[src/rtl/pipeline_hazard_ctrl.sv]
// Hazard controller for the IF/ID and ID/EX registers: load-use and HI/LO stalls,
// branch/jump flushes, mult/div busy tracking and a saturating stall counter.
module pipeline_hazard_ctrl #(
    parameter int MULDIV_LAT  = 4,
    parameter int STALL_CNT_W = 16
) (
    input  logic                   clk,
    input  logic                   reset,
    input  logic [4:0]             ID_Rs,
    input  logic [4:0]             ID_Rt,
    input  logic                   ID_ReadRs,
    input  logic                   ID_ReadRt,
    input  logic                   ID_Jump,
    input  logic                   ID_MulDiv,
    input  logic                   ID_ReadHiLo,
    input  logic                   EX_MemRead,
    input  logic [4:0]             EX_Rt,
    input  logic                   EX_BranchTaken,
    output logic                   PC_wen,
    output logic                   IF_ID_wen,
    output logic                   IF_ID_Flush,
    output logic                   ID_EX_Flush,
    output logic                   MulDiv_busy,
    output logic [STALL_CNT_W-1:0] Stall_cnt
);
    localparam int MD_W = $clog2(MULDIV_LAT + 1);

    typedef enum logic {S_RUN, S_BUSY} state_e;

    state_e                 state_q;
    logic [MD_W-1:0]        md_cnt_q;
    logic [STALL_CNT_W-1:0] stall_cnt_q;

    logic load_use, hilo_haz, stall, md_issue;

    assign MulDiv_busy = (state_q == S_BUSY);

    assign load_use = EX_MemRead && (EX_Rt != 5'd0) &&
                      ((ID_ReadRs && (ID_Rs == EX_Rt)) || (ID_ReadRt && (ID_Rt == EX_Rt)));
    assign hilo_haz = MulDiv_busy && (ID_ReadHiLo || ID_MulDiv);
    assign stall    = (load_use || hilo_haz) && !EX_BranchTaken;
    assign md_issue = ID_MulDiv && !stall && !EX_BranchTaken;

    // Taken branch outranks any stall; a stalled jump waits before flushing IF/ID.
    always_comb begin
        PC_wen      = 1'b1;
        IF_ID_wen   = 1'b1;
        IF_ID_Flush = 1'b0;
        ID_EX_Flush = 1'b0;
        if (EX_BranchTaken) begin
            IF_ID_Flush = 1'b1;
            ID_EX_Flush = 1'b1;
        end else if (stall) begin
            PC_wen      = 1'b0;
            IF_ID_wen   = 1'b0;
            ID_EX_Flush = 1'b1;
        end else if (ID_Jump) begin
            IF_ID_Flush = 1'b1;
        end
        if (!reset) begin
            PC_wen      = 1'b0;
            IF_ID_wen   = 1'b0;
            IF_ID_Flush = 1'b0;
            ID_EX_Flush = 1'b0;
        end
    end

    // Busy FSM: issue only from S_RUN, since hilo_haz blocks issue while busy.
    always_ff @(posedge clk or negedge reset) begin
        if (!reset) begin
            state_q  <= S_RUN;
            md_cnt_q <= '0;
        end else begin
            case (state_q)
                S_RUN: begin
                    if (md_issue) begin
                        state_q  <= S_BUSY;
                        md_cnt_q <= MD_W'(MULDIV_LAT);
                    end
                end
                S_BUSY: begin
                    if (md_cnt_q == MD_W'(1)) begin
                        state_q  <= S_RUN;
                        md_cnt_q <= '0;
                    end else begin
                        md_cnt_q <= md_cnt_q - MD_W'(1);
                    end
                end
                default: begin
                    state_q  <= S_RUN;
                    md_cnt_q <= '0;
                end
            endcase
        end
    end

    always_ff @(posedge clk or negedge reset) begin
        if (!reset)
            stall_cnt_q <= '0;
        else if (stall && (stall_cnt_q != '1))
            stall_cnt_q <= stall_cnt_q + STALL_CNT_W'(1);
    end

    assign Stall_cnt = stall_cnt_q;

endmodule
[config.mk]
export PLATFORM = sky130hd
export DESIGN_NAME = pipeline_hazard_ctrl
export DESIGN_NICKNAME = d
export VERILOG_FILES = /design/src/rtl/pipeline_hazard_ctrl.sv
export SDC_FILE = /design/constraint.sdc
export NUM_CORES = 1
export LEC_CHECK = 0
export ABC_AREA = 1
export CORE_UTILIZATION = 47
export DETAILED_ROUTE_END_ITERATION = 10
export GPL_TIMING_DRIVEN = 0
export HOLD_SLACK_MARGIN = 0.02
export PLACE_DENSITY = 0.9
export SETUP_SLACK_MARGIN = 0.02
export SYNTH_ARGS = -nofsm -noshare
export SYNTH_HDL_FRONTEND = slang
export SYNTH_SLANG_ARGS = --single-unit
[constraint.sdc]
create_clock -name clk -period 2.8 [get_ports clk]
set_input_delay 0.84 -clock clk [delete_from_list [all_inputs] [get_ports clk]]
set_output_delay 0.84 -clock clk [all_outputs]
set_load 0.05 [all_outputs]
==> impl_metrics.env <==
export IMPL_num_antenna_cells=0
export IMPL_min_period_ps=2852
export IMPL_cp_start_kind="input port"
export IMPL_worst_slack_ps=-52.14
export IMPL_core_area_mm2=0.003028
export IMPL_viasPerCell=4.990
export IMPL_p_leak_nw=1.084
export IMPL_violations="setup timing"
export IMPL_die_w_um=58.31
export IMPL_io_pins=45
export IMPL_min_period_over_period_pct=101.9
export IMPL_die_y_um=58.31
export IMPL_hold_class="input port to async pin"
export IMPL_grt_total_usage_pct=22.03
export IMPL_timing_final_hold_violations=0
export IMPL_relSlewSlack_pct=66.65
export IMPL_design_area_mm2=0.002187
export IMPL_synth_most_common_cell="nand2_1"
export IMPL_cts_made_buffers=3
export IMPL_hold_slack_ps=455.1
export IMPL_place_hpwl_um=2598
export IMPL_rows=20
export IMPL_initial_core_util_pct=49.21
export IMPL_insertion_delay_ps=320
export IMPL_cts_buffer_depth=2
export IMPL_area_growth_pct=46.77
export IMPL_dieArea_mm2=0.003400
export IMPL_cts_sinks=20
export IMPL_grt_ovfl_total=0
export IMPL_synth_edf_count=0
export IMPL_grt_pass1_wl_um=5934
export IMPL_avgSynthCellArea_um2=6.963
export IMPL_htreeDepth=1
export IMPL_fmax_mhz=350.6
export IMPL_drt_iter0_drc=59
export IMPL_gp_congestion=0.9133
export IMPL_ir_worst_vdd_mv=0.5259
export IMPL_p_total_mw=1.325
export IMPL_grt_max_degree=23
export IMPL_netlist_top_cells_area="dfrtp_1, nand2_1, nand3_1, inv_1, nor2_1"
export IMPL_root_buffer="clkbuf_4"
export IMPL_cp_arrival_ps=2010
export IMPL_syn_area_mm2=0.001490
export IMPL_clkSlewWorstSetupHoldPaths_ps=130
export IMPL_rsz0062_at_grt="true"
export IMPL_cp_end_kind="output port"
export IMPL_port_buffers=44
export IMPL_synth_ff_type="dfrtp_1"
export IMPL_setup_tns_ps=-101.9
export IMPL_drtAntennaViolNets=0
export IMPL_skew_ps=16.14
export IMPL_layout_nets=295
export IMPL_route_detailed_drc=0
export IMPL_maxSlewViolCount=0
export IMPL_ys_types=28
export IMPL_synth_nets=241
export IMPL_drive_gt1_share_pct=27.72
export IMPL_antenna_found_initial=0
export IMPL_firstDrtPassIters=4
export IMPL_setup_violations_final=2
export IMPL_placed_cell_area_mm2=0.002057
export IMPL_synth_top_area_cell="dfrtp_1"
export IMPL_worstPathMaxFanout=4
export IMPL_postSynth_asyncResetShare_pct=100.0
export IMPL_netlist_top_cells_count="nand2_1, nand3_1, inv_1"
export IMPL_postSynthCellCount=214
export IMPL_critical_path_required_ps=1960
export IMPL_synth_seq_area_share_pct=33.59
export IMPL_drv_cap=0
export IMPL_cts_tree="yes"
export IMPL_grt_pass1_vias=1368
export IMPL_synth_seq_cells=20
export IMPL_p_per_area_mw_per_mm2=605.8
export IMPL_tightest_slew_ps=498.8
export IMPL_status="finished, violations left"
export IMPL_critical_path_class="input port to output port"
export IMPL_ys_warn_count=0
export IMPL_wl_per_cell_um=12.14
export IMPL_num_vias=1552
export IMPL_finalWirelength_um=3775
export IMPL_synth_top_cell_area_share_pct=33.59
-- metal layers --
layer / global-route usage, % / share of wire (%)
met5: 0 / 0
met4: 3.401 / 0.72
met3: 1.758 / 4.1
met2: 41.87 / 53
met1: 27.68 / 42
-- state kept, by name (all words and copies together) (netlist names) --
name,count
md_cnt_q,3
Stall_cnt,16
MulDiv_busy,1
-- placed cells by master, fill, tap and decap left out, types with 5 or more instances in the layout --
master,instances
o21ai_0,5
nand3_1,25
buf_4,9
nor2_1,16
buf_2,6
clkdlybuf4s50_1,18
inv_1,15
nand2_1,67
xnor2_1,8
inv_2,6
dfrtp_1,20
buf_6,9
nand2_2,11
xor2_1,5
-- final timing paths --
check,start,to,slack [ps],depth (start not counted)
min in group clk,md_cnt_q[1],md_cnt_q[1],510,2
setup / recovery,ID_Rs[2],IF_ID_Flush,-50,12
hold reg to reg,md_cnt_q[1],md_cnt_q[1],510,2
max in group asynchronous,reset,Stall_cnt[4],1990,1
setup reg to reg,Stall_cnt[0],Stall_cnt[0],1060,8
hold / removal,reset,Stall_cnt[7],460,1
-- timing repair --
action,CTS,global route
setup buffers,3,3
endpoints found under the hold margin,0,0
setup endpoints to repair,4,4
resized for setup,115,27
pin swaps,20,18
hold buffers,0,0
-- logic make-up (layout without fill, tap and decap cells) --
| kind of cell | count (synthesis) | after routing | synth area share, % |
|---|---|---|---|
| DFF | 20 | 20 | 33.59 |
| AOI/OAI and AO/OA | 10 | 10 | 4.114 |
| xor gates and xnor gates | 13 | 13 | 7.641 |
| buffers and inverters | 31 | 84 | 8.899 |
| adders and majority gates | 3 | 3 | 2.519 |
| and+or+nand+nor | 137 | 137 | 43.24 |
-- layout make-up --
cell class	count	area [um^2]
Inverter	27	143.9
Multi-Input combinational cell	163	917.1
Sequential cell	20	500.5
Clock buffer	3	22.52
Timing Repair Buffer	50	490.5
Tap cell	44	55.05
Buffer	3	27.53
Fill cell	247	840.8
Clock inverter	1	30.03
-- worst max-delay path: stages --
cell	delay, ps
buf_12	90
inv_8	20
nand2_2	60
nand2_2	60
nor2_2	110
nand3_1	80
nand2_1	80
nand2_2	90
a21oi_4	240
buf_6	140
nor3_4	30
buf_6	150
-- per-stage QoR --
| step | instances | util (%) | worst slack (ps) |
|---|---|---|---|
| 2_1_floorplan | 214 | - | -10.91 |
| 3_3_place_gp | 302 | 67.93 | -1330 |
| 3_5_place_dp | 302 | 67.93 | -1384 |
| 4_1_cts | 309 | 69.42 | -52.16 |
| 5_1_grt | 311 | 72.23 | -141.8 |
| 6_report | 311 | 72.23 | -52.14 |
-- where the power goes --
group / switching [mW] / internal (mW)
logic: 0.397 / 0.262
clock network: 0.0955 / 0.145
registers: 0.0763 / 0.349
total: 0.569 / 0.756
No activity file was read; power rests on OpenSTA's default activity.
